**src/rtl/sw_mmio.sv**
```systemverilog
// Switch/button MMIO responder: 2-flop sync, tick debounce, sticky press events, maskable IRQ.
// Optional press counter at offset 4 when SW_MMIO_CNT_EN is defined.

module sw_mmio_deb (
    input  logic CLK,
    input  logic RSTN,
    input  logic tick,
    input  logic pad,
    output logic stable,
    output logic rise
);
    logic meta, sync, prev;

    always_ff @(posedge CLK) begin
        if (!RSTN) begin
            meta   <= 1'b0;
            sync   <= 1'b0;
            prev   <= 1'b0;
            stable <= 1'b0;
        end else begin
            meta <= pad;
            sync <= meta;
            if (tick) begin
                prev <= sync;
                if (sync == prev) stable <= sync;
            end
        end
    end

    // stable goes 0->1 at this edge
    assign rise = tick & (sync == prev) & sync & ~stable;
endmodule

module sw_mmio #(
    parameter int DEB_CYCLES = 750000,
    parameter int NSW        = 16,
    parameter int NBTN       = 5
) (
    input  logic            CLK,
    input  logic            RSTN,
    input  logic            SEL,
    input  logic            RE,
    input  logic            WE,
    input  logic [2:0]      MADDR,
    input  logic [31:0]     MDATAO,
    input  logic [3:0]      MWSTB,
    output logic [31:0]     RDATA,
    input  logic [NSW-1:0]  SW_IN,
    input  logic [NBTN-1:0] BTN_IN,
    output logic            IRQ
);
    localparam int CW = $clog2(DEB_CYCLES);

    logic [CW-1:0] tcnt;
    logic          tick;

    assign tick = (tcnt == CW'(DEB_CYCLES - 1));

    always_ff @(posedge CLK) begin
        if (!RSTN)     tcnt <= '0;
        else if (tick) tcnt <= '0;
        else           tcnt <= tcnt + CW'(1);
    end

    logic [NSW-1:0]  stable_sw, unused_sw_rise;
    logic [NBTN-1:0] stable_btn, btn_rise;

    for (genvar i = 0; i < NSW; i++) begin : g_sw
        sw_mmio_deb u_deb (
            .CLK    (CLK),
            .RSTN   (RSTN),
            .tick   (tick),
            .pad    (SW_IN[i]),
            .stable (stable_sw[i]),
            .rise   (unused_sw_rise[i])
        );
    end

    for (genvar i = 0; i < NBTN; i++) begin : g_btn
        sw_mmio_deb u_deb (
            .CLK    (CLK),
            .RSTN   (RSTN),
            .tick   (tick),
            .pad    (BTN_IN[i]),
            .stable (stable_btn[i]),
            .rise   (btn_rise[i])
        );
    end

    logic        wr, rd;
    logic [31:0] bmask, wbits, rd_val;
    logic        unused_ok;

    assign wr        = SEL & WE;
    assign rd        = SEL & RE;
    assign bmask     = {{8{MWSTB[3]}}, {8{MWSTB[2]}}, {8{MWSTB[1]}}, {8{MWSTB[0]}}};
    assign wbits     = MDATAO & bmask;
    assign unused_ok = ^{wbits, bmask};

    logic [NBTN-1:0] evt, mask, evt_nx, mask_nx;

    // W1C applied first so a same-cycle press still lands
    always_comb begin
        evt_nx  = evt;
        mask_nx = mask;
        if (wr && MADDR == 3'd2) evt_nx  = evt & ~wbits[NBTN-1:0];
        if (wr && MADDR == 3'd3) mask_nx = (mask & ~bmask[NBTN-1:0]) | wbits[NBTN-1:0];
        evt_nx = evt_nx | btn_rise;
    end

`ifdef SW_MMIO_CNT_EN
    logic [31:0] cnt, npress;

    always_comb begin
        npress = '0;
        for (int i = 0; i < NBTN; i++) npress = npress + 32'(btn_rise[i]);
    end

    always_ff @(posedge CLK) begin
        if (!RSTN)                               cnt <= '0;
        else if (wr && MADDR == 3'd4 && |MWSTB)  cnt <= '0;
        else                                     cnt <= cnt + npress;
    end
`endif

    always_comb begin
        rd_val = '0;
        case (MADDR)
            3'd0: rd_val[NSW-1:0]  = stable_sw;
            3'd1: rd_val[NBTN-1:0] = stable_btn;
            3'd2: rd_val[NBTN-1:0] = evt;
            3'd3: rd_val[NBTN-1:0] = mask;
`ifdef SW_MMIO_CNT_EN
            3'd4: rd_val = cnt;
`endif
            default: rd_val = '0;
        endcase
    end

    always_ff @(posedge CLK) begin
        if (!RSTN) begin
            evt   <= '0;
            mask  <= '0;
            IRQ   <= 1'b0;
            RDATA <= '0;
        end else begin
            evt   <= evt_nx;
            mask  <= mask_nx;
            IRQ   <= |(evt_nx & mask_nx);
            RDATA <= rd ? rd_val : 32'h0;
        end
    end
endmodule

```
**config.mk**
```make
export PLATFORM = sky130hd
export DESIGN_NAME = sw_mmio
export DESIGN_NICKNAME = d
export VERILOG_FILES = /design/src/rtl/sw_mmio.sv
export SDC_FILE = /design/constraint.sdc
export NUM_CORES = 1
export LEC_CHECK = 0
export ABC_AREA = 1
export CAP_MARGIN = 20
export CORE_MARGIN = 2
export CORE_UTILIZATION = 46
export CTS_CLUSTER_DIAMETER = 120
export DETAILED_ROUTE_END_ITERATION = 12
export PLACE_DENSITY = 0.75
export SYNTH_ARGS = -nofsm -noshare
export SYNTH_HDL_FRONTEND = slang
export SYNTH_SLANG_ARGS = --single-unit
```
**constraint.sdc**
```tcl
create_clock -name CLK -period 1.56 [get_ports CLK]
set_clock_uncertainty 0.1 [all_clocks]
set_input_delay 0.156 -clock CLK [delete_from_list [all_inputs] [get_ports CLK]]
set_output_delay 0.156 -clock CLK [all_outputs]
set_load 0.05 [all_outputs]
```
==> key figures, run 1 <==
GRT
  – Gr ovfl total: 0
  – Met2 layer usage reported by global route: 0.312
  – GRT met1 Usage: 0.240
  – Antenna violations before repair: 0
  – Wire length of the first global-routing pass: around 17000 µm
  – Vias in the first global route: approximately 3800
  – Largest net degree at the start of global routing: 39
  – Layer carrying the most global-route usage: met2
  – Global routing met3 resource utilization: 0.0448
  – Global-route total usage across every layer: 0.191

Power
  – Final total power: 7.87 mW
  – Worst IR drop on VDD: 0.792 mV
  – Power density cells: between 1000 and 1500 mW/mm²
  – Static Leak: between 3 and 4 nW

Yosys
  – Top-count cell post-synth: dfxtp_1
  – Cell count after synthesis: 610
  – Most area-hungry cell type in the Yosys netlist: dfxtp_1
  – Register area share after synthesis: 0.535
  – Cell types occupying the most area after synthesis: dfxtp_1 (53%), nand2_1 (8.9%), inv_1 (7.3%)
  – Area share of the leading cell type in the synthesized netlist: 0.535
  – Number of enable-type register cells in the synthesized netlist: 0
  – Prevailing post-synth register cell: dfxtp_1
  – Yosys warnings: 0
  – Commonest cells in the synthesized netlist: dfxtp_1 (131), nand2_1 (116), inv_1 (95)
  – Asr flop ratio synth: 0
  – Count of cell types in the netlist: 36
  – #FFs+latches synth: 131
  – Synthesized area per cell: 8.04 µm²
  – Synth Cell Area: between 0.004 and 0.005 mm²

Setup path
  – FF-to-FF Start: tcnt[1]
  – Worst setup path class: reg -> reg
  – Buffering stage count on the worst path with inverters included: 3
  – Crit path launch: tcnt[1]
  – Slowest CP cell: dfxtp_2
  – Slowest cell delay on critical path: around 0.35 ns
  – Critical path capture point type: flop
  – Worst path arrival time: between 1.5 and 2 ns
  – Worst endpoint required time: between 1.5 and 2 ns
  – Maximum fanout encountered on the critical timing path: 8
  – Kind of start point of the critical path: flop
  – Category of cells accounting for the largest share of critical-path delay: simple AND/OR/NAND/NOR gates
  – List of cells traversed by the critical path: ha_4, nand2_4, inv_4, nand2_4, nor2_4, nand2_4, inv_8, clkbuf_16, a21oi_1, nor3_1
  – CP most frequent cell: nand2_4

Job
  – Count of max-cap constraint violations: 0

STA
  – Count of pins over their slew limit: 0
  – Achievable frequency: approximately 610 MHz
  – Shortest period the worst path allows: 1.64 ns
  – Worst Slack Setup Final: -0.0780 ns
  – Ratio of final minimum period to clock period: 1.05
  – RSZ-0062 raised after global routing: true
  – Final hold vios: 0
  – Setup violations, final: 31

Drt
  – Post-detailed-routing wire length: around 11000 µm
  – First-pass iteration count of the detailed router: 4
  – Mean routed wirelength per cell: around 13 µm
  – Via-to-Cell Ratio: 4.75
  – Number of DRC markers after the initial detailed-route iteration: 248
  – Detailed-route via count: 4069
  – Routed Antenna Nets: 0
  – Residual DRC count: 0

Place
  – Post-detail-place hpwl: roughly 6900 µm
  – Routability cong.: roughly 0.84
  – Port buffer count: 51

Clock tree
  – Clock tree from TritonCTS: built
  – CTS H-tree lvls: 4
  – CTS root buffer: clkbuf_8
  – TritonCTS sink count: 131
  – Inserted Clock Buffers: 17
  – Latest clock arrival within the worst-skew pair: 0.52 ns
  – Clock slew at reported path FFs: approximately 0.06 ns
  – CTS Buffer Depth: 2

Die
  – I/O Pins: 98
  – Die height: 107 µm
  – Standard-cell rows: 37
  – Effective utilization at floorplan: 0.475
  – Die width: 107 µm
  – Die Area: 0.0115 mm²
  – Core outline area: between 0.01 and 0.015 mm²

Cells and area
  – Number of fillers in the final layout: roughly 810
  – Inserted Diodes: 0
  – Proportion of layout cells with a drive suffix above 1: 0.257
  – End-of-flow core utilization: 0.653
  – P&R area growth vs syn: 37.5%
  – Nets: between 700 and 800

Min path
  – Launch point of the worst hold path: SW_IN[12]
  – HP Class: in -> reg

Outcome
  – Run status: finished, violations left
  – Violations in the final reports: negative setup slack
## power breakdown
part,switching [mW],internal [mW]
Combinational,0.209,0.128
Sequential,0.0319,3.40
Clock,1.47,2.62
Total,1.72,6.15
## cells by family (layout without fill, tap and decap cells)
| kind of cell | count (synthesis) | in the layout | synth area share |
|---|---|---|---|
| compound gates | 113 | 113 | 0.128 |
| xor+xnor | 8 | 8 | 0.0143 |
| fa+ha+maj | 1 | 1 | 0.00255 |
| buf+inv | 134 | 229 | 0.121 |
| flops | 131 | 131 | 0.535 |
| other cells | 1 | 16 | 0.000765 |
| simple gates | 222 | 222 | 0.199 |
## path summary, 6_finish.rpt
| path | slack, ns | depth (start not counted) | to |
|---|---|---|---|
| worst max-delay path | -0.08 | 10 | g_btn[0].u_deb.stable |
| worst min-delay path | 0.06 | 3 | g_sw[12].u_deb.meta |
| worst max register to register | -0.08 | 10 | g_btn[0].u_deb.stable |
| worst min register to register | 0.31 | 2 | g_sw[12].u_deb.sync |
## tightest hold or removal path, stage by stage
cell and delay (ns):
clkdlybuf4s50_1 0.39, nand2_1 0.06, inv_1 0.03
## flip-flops by register name (all words and copies together) (netlist names), 5 cells and up
register            count
RDATA                  16
evt                     5
g_btn.u_deb.meta        5
g_btn.u_deb.prev        5
g_btn.u_deb.stable      5
g_btn.u_deb.sync        5
g_sw.u_deb.meta        16
g_sw.u_deb.prev        16
g_sw.u_deb.stable      16
g_sw.u_deb.sync        16
mask                    5
tcnt                   20
## routing by layer
layer	up-vias	part of all wire
met1	1814	0.45
met3	19	0.062
li1	2101	-
met2	135	0.47
met4	0	0.019
met5	-	0
## through the flow
| step | cell area [µm²] | instances | setup TNS [ns] | hold slack, ns | setup WS, ns |
|---|---|---|---|---|---|
| after detailed placement | 5700 | 814 | -5.39 | 0.299 | -0.279 |
| after global routing | 6750 | 856 | -6.47 | 0.0614 | -0.185 |
| final | 6750 | 856 | -0.986 | 0.0635 | -0.0780 |
| after CTS | 6430 | 849 | -0.502 | 0.0447 | -0.0471 |
| after floorplan | 4970 | 625 | 0 | 0.154 | 0.0239 |
| after global placement | 5700 | 814 | -3.09 | 0.294 | -0.271 |
## layout make-up
class	instances	area, µm²	share of cell area
Clock buffer	18	418	0.0620
Tap cell	136	170	0.0252
Multi-Input combinational cell	360	2030	0.302
Sequential cell	131	2640	0.391
Timing Repair Buffer	98	902	0.134
Inverter	99	383	0.0568
Clock inverter	14	203	0.0301
## timing repair
action,CTS,global route
buffers inserted,2,5
gates resized for setup,42,67
hold buffers,1,0
hold endpoints to repair,3,0
endpoints found under the setup margin,57,61
pin swaps,11,24
gates cloned,0,2
## layout by cell type (no fill, tap or decap), drive strengths merged
cell type	synthesis	final
a211oi	10	10
a21oi	32	32
a221oi	5	5
and3	3	3
buf	28	62
bufinv	0	4
clkbuf	7	20
clkdlybuf4s50	0	33
clkinv	3	9
conb	1	16
dfxtp	131	131
dlygate4sd3	0	1
ha	1	1
inv	96	100
nand2	120	120
nand3	20	20
nand4	8	8
nor2	59	59
nor3	9	9
o21ai	62	62
o21bai	1	1
o22ai	3	3
or2	3	3
xnor2	1	1
xor2	7	7
No activity file was read; power rests on OpenSTA's default activity.
==> run 2: changes to the inputs <==
--- a/config.mk
+++ b/config.mk
@@ -9,9 +9,10 @@
 export CAP_MARGIN = 20
 export CORE_MARGIN = 2
-export CORE_UTILIZATION = 46
-export CTS_CLUSTER_DIAMETER = 120
+export CORE_UTILIZATION = 48
+export CTS_CLUSTER_DIAMETER = 200
 export DETAILED_ROUTE_END_ITERATION = 12
-export PLACE_DENSITY = 0.75
+export PLACE_DENSITY = 0.76
 export SYNTH_ARGS = -nofsm -noshare
 export SYNTH_HDL_FRONTEND = slang
+export SYNTH_HIERARCHICAL = 1
 export SYNTH_SLANG_ARGS = --single-unit
--- a/constraint.sdc
+++ b/constraint.sdc
@@ -3,3 +3,3 @@
 set_input_delay 0.156 -clock CLK [delete_from_list [all_inputs] [get_ports CLK]]
 set_output_delay 0.156 -clock CLK [all_outputs]
-set_load 0.05 [all_outputs]
+set_load 0.005 [all_outputs]
==> key figures, run 2 <==
Cells and area
  – Final non-filler cell total: 1068 (+25%)
  – Nets: 978 (+27%)
  – Most frequent cells in the layout: nand2_1 (158), inv_1 (150), dfxtp_1 (124)
  – Register with the most flip-flops: tcnt
  – Number of fillers in the final layout: 842 (+3.8%)
  – Proportion of layout cells with a drive suffix above 1: 0.303 (+0.0458)
  – Commonest non-fill, non-tap cell in the layout: nand2_1
  – P&R area growth vs syn: 38.1%
  – Flip-flop count of the largest register, all copies and words added: 20 (unchanged)
  – Inserted Diodes: 0 (unchanged)

Setup path
  – Buffering stage count on the worst path with inverters included: 3 (unchanged)
  – Worst setup path class: reg -> reg
  – List of cells traversed by the critical path: inv_2, nand3_2, nor4_2, nand4_1, nor2_4, buf_12, nand2_4, nor3_2, inv_1, nand3_2, nand2_2, nand3_2, nor2_1, nor2_1
  – FF-to-FF Start: tcnt[18]
  – Crit path launch: tcnt[18]
  – Worst path arrival time: 2.21 ns (+0.23 ns)
  – Kind of start point of the critical path: flop
  – Worst endpoint required time: 1.81 ns (-0.09 ns)
  – Category of cells accounting for the largest share of critical-path delay: simple AND/OR/NAND/NOR gates
  – Critical path capture point type: flop
  – Slowest cell delay on critical path: 0.32 ns (-0.03 ns)
  – CP most frequent cell: nand3_2
  – Slowest CP cell: dfxtp_2
  – Maximum fanout encountered on the critical timing path: 5 (-3)

GRT
  – Wire length of the first global-routing pass: 20300 µm (+18%)
  – Vias in the first global route: 4565 (+19%)
  – Global-route total usage across every layer: 0.197 (+0.00682)
  – Antenna violations before repair: 0 (unchanged)
  – Gr ovfl total: 0 (unchanged)
  – Largest net degree at the start of global routing: 30 (-23%)

Drt
  – Detailed-route via count: 4878 (+20%)
  – Post-detailed-routing wire length: 12800 µm (+18%)
  – Residual DRC count: 0 (unchanged)
  – Mean routed wirelength per cell: 12.0 µm (-5.1%)
  – Number of DRC markers after the initial detailed-route iteration: 228 (-8.1%)
  – Routed Antenna Nets: 0 (unchanged)
  – Via-to-Cell Ratio: 4.57 (-3.9%)
  – First-pass iteration count of the detailed router: 4 (unchanged)

Clock tree
  – CTS H-tree lvls: 4 (unchanged)
  – Latest clock arrival within the worst-skew pair: 0.41 ns (-0.11 ns)
  – CTS Buffer Depth: 2 (unchanged)
  – Clock tree from TritonCTS: built
  – CTS root buffer: clkbuf_16
  – Inserted Clock Buffers: 17 (unchanged)
  – TritonCTS sink count: 131 (unchanged)
  – Clock slew at reported path FFs: 0.06 ns (about the same)

Yosys
  – Yosys warnings: 6 (+6)
  – Synth Cell Area: 0.00568 mm² (+16%)
  – Synthesized area per cell: 7.38 µm² (-8.2%)
  – Cell count after synthesis: 770 (+26%)

Power
  – Worst IR drop on VDD: 0.564 mV (-29%)
  – Power density cells: 981 mW/mm² (-16%)
  – Static Leak: 3.74 nW (+22%)

STA
  – Shortest period the worst path allows: 1.96 ns (+0.319 ns)
  – RSZ-0062 raised after global routing: true
  – Worst Slack Setup Final: -0.397 ns (-0.319 ns)
  – WHS: 0.157 ns (+0.0935 ns)
  – Count of pins over their slew limit: 0 (unchanged)
  – Final hold vios: 0 (unchanged)
  – Ratio of final minimum period to clock period: 1.25 (+0.204)
  – Achievable frequency: 511 MHz (-16%)
  – Setup violations, final: 48 (+55%)

Place
  – Port buffer count: 51 (unchanged)
  – Dpl cells: 1022 (+26%)
  – Post-detail-place hpwl: 7790 µm (+14%)
  – Routability cong.: 0.895 (+6.1%)

Min path
  – Launch point of the worst hold path: SW_IN[14]
  – HP Class: in -> reg

Die
  – I/O Pins: 98 (unchanged)
  – Die Area: 0.0127 mm² (+11%)
  – Core outline area: 0.0115 mm² (+11%)
  – Die width: 113 µm (+5.2%)
  – Standard-cell rows: 39 (+5.4%)
  – Die height: 113 µm (+5.2%)
  – Effective utilization at floorplan: 0.496 (+0.0206)

Outcome
  – Run status: finished, violations left
  – Violations in the final reports: negative setup slack

Job
  – Count of max-cap constraint violations: 0 (unchanged)
-- run 2: cell count changes in the layout (fill, tap and decap cells not counted), moves of 23 or more --
cell | previous run | this run
inv_1 | 93 | 150
inv_2 | 2 | 25
nand2_1 | 96 | 158
nand2_2 | 12 | 45
nor2_1 | 45 | 82
o21ai_0 | 29 | 1
-- run 2: final cells by class --
type                       count  area, µm²  area share
sequential                   131       2630       0.335
multi-input combinational    453       2510       0.319
timing repair buffer         130       1260       0.160
inverter                     179        682      0.0869
clock buffer                  19        443      0.0564
tap                          143        179      0.0228
clock inverter                13        150      0.0191
-- run 2: worst min-delay path, delay by kind of cell --
family        cells  cell delay, ns
simple gates      1            0.05
buf+inv           2            0.42
-- run 2: metrics by stage --
step,setup TNS (ns),worst slack (ns),area [µm²],total power [mW],utilization
final,-14.60,-0.397,7850,7.70,0.684
after global routing,-22.41,-0.508,7850,7.94,0.684
after CTS,-10.72,-0.296,7610,7.75,0.664
after detailed placement,-17.52,-0.442,6850,3.83,0.597
after global placement,-15.25,-0.380,6850,3.82,0.597
after floorplan,-31.93,-0.950,5800,3.66,-
-- run 2: power breakdown --
group	switching (mW)	internal, mW	total [mW]	leakage (nW)
Clock	1.52	2.42	3.93	0.285
Combinational	0.171	0.161	0.332	2.39
Sequential	0.0267	3.41	3.43	1.07
-- run 2: routing by layer --
metal	global-route usage	routed length, µm	vias to the layer above
met5	0	0	-
li1	-	-	2542
met1	0.231	5510	2198
met2	0.345	6490	112
met4	0.0821	261	0
met3	0.0487	524	26
-- run 2: what timing repair did --
| action | 4_1_cts | 5_1_grt |
|---|---|---|
| endpoints found under the setup margin | 68 | 68 |
| pin swaps | 8 | 22 |
| hold buffers | 1 | 0 |
| cloned | 1 | 3 |
| hold endpoints to repair | 5 | 0 |
| gates resized for setup | 19 | 44 |
| buffers inserted | 5 | 6 |
-- run 2: path summary, 6_finish.rpt --
path / endpoint / slack, ns / cells past startpoint
worst max-delay path: IRQ / -0.40 / 14
worst min-delay path: g_sw[14].u_deb/meta / 0.16 / 3
worst max register to register: IRQ / -0.40 / 14
worst min register to register: g_sw[0].u_deb/sync / 0.31 / 2
==> run 3: changes to the inputs <==
Settings changed: CORE_UTILIZATION 48 to 55, PLACE_DENSITY 0.76 to 0.84, SYNTH_HIERARCHICAL 1 to not set.
Clock period 1.56 ns to 2.35 ns, I/O delays scaled along.
==> key figures, run 3 (synthesized netlist as in run 1, its figures left out) <==
Clock tree
  – Clock tree from TritonCTS: built
  – Clock slew at reported path FFs: 0.06 ns (about the same)
  – Inserted Clock Buffers: 17 (unchanged)
  – CTS root buffer: clkbuf_8
  – CTS Buffer Depth: 2 (unchanged)
  – Hold-fix buffers at CTS: 0 (-1)
  – CTS H-tree lvls: 4 (unchanged)
  – Count of instances resized after the clock tree is built: 0 (-19)
  – Latest clock arrival within the worst-skew pair: 0.52 ns (+0.11 ns)
  – Post-CTS Setup Bufs: 0 (-5)
  – TritonCTS sink count: 131 (unchanged)

STA
  – Ratio of final minimum period to clock period: 0.897 (-0.357)
  – RSZ-0062 raised after global routing: false
  – Count of pins over their slew limit: 0 (unchanged)
  – Setup violations, final: 0 (-100%)
  – Shortest period the worst path allows: 2.11 ns (+0.151 ns)
  – Final hold vios: 0 (unchanged)
  – Worst Slack Setup Final: 0.242 ns (+0.639 ns)
  – Final TNS setup: 0 ns (+14.60 ns)
  – Achievable frequency: 474 MHz (-7.2%)

Power
  – Final total power: 4.85 mW (-37%)
  – Fraction of power consumed by sequential logic: 0.468 (+0.022)
  – Part of the total power dissipated in combinational logic: 0.032 (-0.011)
  – Clock group share of total power: 0.500 (-0.011)
  – Switching power of the nets: 1.08 mW (-37%)
  – Internal power summed over all cells: 3.77 mW (-37%)
  – Static Leak: 2.58 nW (-31%)
  – Power density cells: 812 mW/mm² (-17%)
  – Net Sw Frac: 0.223 (+0.000547)
  – Worst IR drop on VDD: 0.453 mV (-20%)

Die
  – Effective utilization at floorplan: 0.565 (+0.0695)
  – I/O Pins: 98 (unchanged)
  – Standard-cell rows: 34 (-13%)
  – Die width: 98.4 µm (-13%)
  – Die Area: 0.00969 mm² (-24%)
  – Die height: 98.4 µm (-13%)
  – Core outline area: 0.00868 mm² (-24%)

Setup path
  – Maximum fanout encountered on the critical timing path: 31 (+26)
  – Kind of start point of the critical path: flop
  – Critical path capture point type: flop
  – Setup slack of the most critical reg-to-reg path: 0.24 ns (+0.64 ns)
  – FF-to-FF Start: tcnt[0]
  – Endpoint of the lowest-slack register-to-register path: g_sw[5].u_deb.stable
  – Worst setup path class: reg -> reg
  – Worst path arrival time: 2.40 ns (+0.19 ns)
  – Number of cells on the worst reg-to-reg path: 9 (-5)
  – Worst endpoint required time: 2.64 ns (+0.83 ns)

Min path
  – Launch point of the worst hold path: RSTN
  – HP Class: in -> reg
  – Endpoint, Worst Hold: RDATA[0]
  – Worst hold stages: 3 (unchanged)

Cells and area
  – Flip-flop count of the largest register, all copies and words added: 20 (unchanged)
  – Post-route standard cell area excluding fillers: 0.00598 mm² (-24%)
  – P&R area growth vs syn: 21.8%
  – Number of fillers in the final layout: 672 (-20%)
  – Register with the most flip-flops: tcnt
  – Sequential cell area: 0.00262 mm² (-0.33%)
  – Commonest non-fill, non-tap cell in the layout: dfxtp_1
  – Area of the multi-input gates: 0.00174 mm² (-30%)
  – Nets: 731 (-25%)
  – Inserted Diodes: 0 (unchanged)
  – Most frequent cells in the layout: dfxtp_1 (131), nand2_1 (116), inv_1 (95)
  – End-of-flow core utilization: 0.689 (+0.00413)
  – Proportion of layout cells with a drive suffix above 1: 0.0870 (-0.216)

Place
  – Placement-stage cell area: 0.00542 mm² (-21%)
  – Post-detail-place hpwl: 6230 µm (-20%)
  – Routability cong.: 0.885 (-1.1%)
  – Minimum setup slack after placement: 0.224 ns (+0.666 ns)
  – Port buffer count: 51 (unchanged)

Job
  – Count of max-cap constraint violations: 0 (unchanged)

GRT
  – Vias in the first global route: 3609 (-21%)
  – Largest net degree at the start of global routing: 39 (+30%)
  – Antenna violations before repair: 0 (unchanged)
  – Global-route total usage across every layer: 0.203 (+0.00531)
  – Wire length of the first global-routing pass: 15800 µm (-22%)
  – Gr ovfl total: 0 (unchanged)

Drt
  – Detailed-route via count: 3924 (-20%)
  – Post-detailed-routing wire length: 9530 µm (-25%)
  – Via-to-Cell Ratio: 4.99 (+9.3%)
  – Routed Antenna Nets: 0 (unchanged)
  – Number of DRC markers after the initial detailed-route iteration: 200 (-12%)
  – Mean routed wirelength per cell: 12.1 µm (+1.3%)
  – First-pass iteration count of the detailed router: 5 (+1)
  – Residual DRC count: 0 (unchanged)

Outcome
  – Run status: finished clean
## run 3: cell type report
type	instances	share of cell area
tap	108	0.0226
sequential	131	0.439
clock buffer	18	0.0716
timing repair buffer	56	0.0909
multi-input combinational	360	0.292
inverter	99	0.0626
clock inverter	14	0.0216
## run 3: worst max-delay path, cell delays in order, from the launching register on
cell	delay, ns
dfxtp_1	0.35
ha_1	0.17
nand2_1	0.06
inv_2	0.07
nand2_1	0.10
nor2_2	0.26
nand2_2	0.21
buf_4	0.28
o21ai_0	0.26
a21oi_1	0.11
## run 3: worst max path at each step
stage               startpoint                    end  slack (ns)  cells after the start
global route           tcnt[0]  g_sw[10].u_deb.stable        0.03                      9
finish                 tcnt[0]   g_sw[5].u_deb.stable        0.24                      9
floorplan              tcnt[0]    g_sw[10].u_deb.prev        0.72                     10
CTS                    tcnt[0]   g_sw[5].u_deb.stable        0.25                      9
detailed placement    MADDR[0]                    IRQ        0.22                      9
global placement      MADDR[0]                    IRQ        0.26                      9
## run 3: power by group through the flow
stage	registers, mW	clock network [mW]	logic (mW)
2_1_floorplan	2.32	0	0.0952
6_report	2.27	2.42	0.155
4_1_cts	2.27	2.45	0.155
5_1_grt	2.27	2.56	0.172
3_3_place_gp	2.32	0	0.151
3_5_place_dp	2.32	0	0.154
## run 3: per-layer routing
layer  part of all wire  global-route usage  vias to the layer above
met3              0.073              0.0603                       17
met1               0.44               0.256                     1758
li1                   -                   -                     2009
met5                  0                   0                        -
met2               0.47               0.327                      140
met4              0.016              0.0854                        0
## run 3: through the flow
step | hold slack (ns) | std cells
after floorplan | 0.233 | 625
after global placement | 0.294 | 754
after detailed placement | 0.295 | 754
after CTS | 0.0691 | 786
after global routing | 0.102 | 786
final | 0.0809 | 786
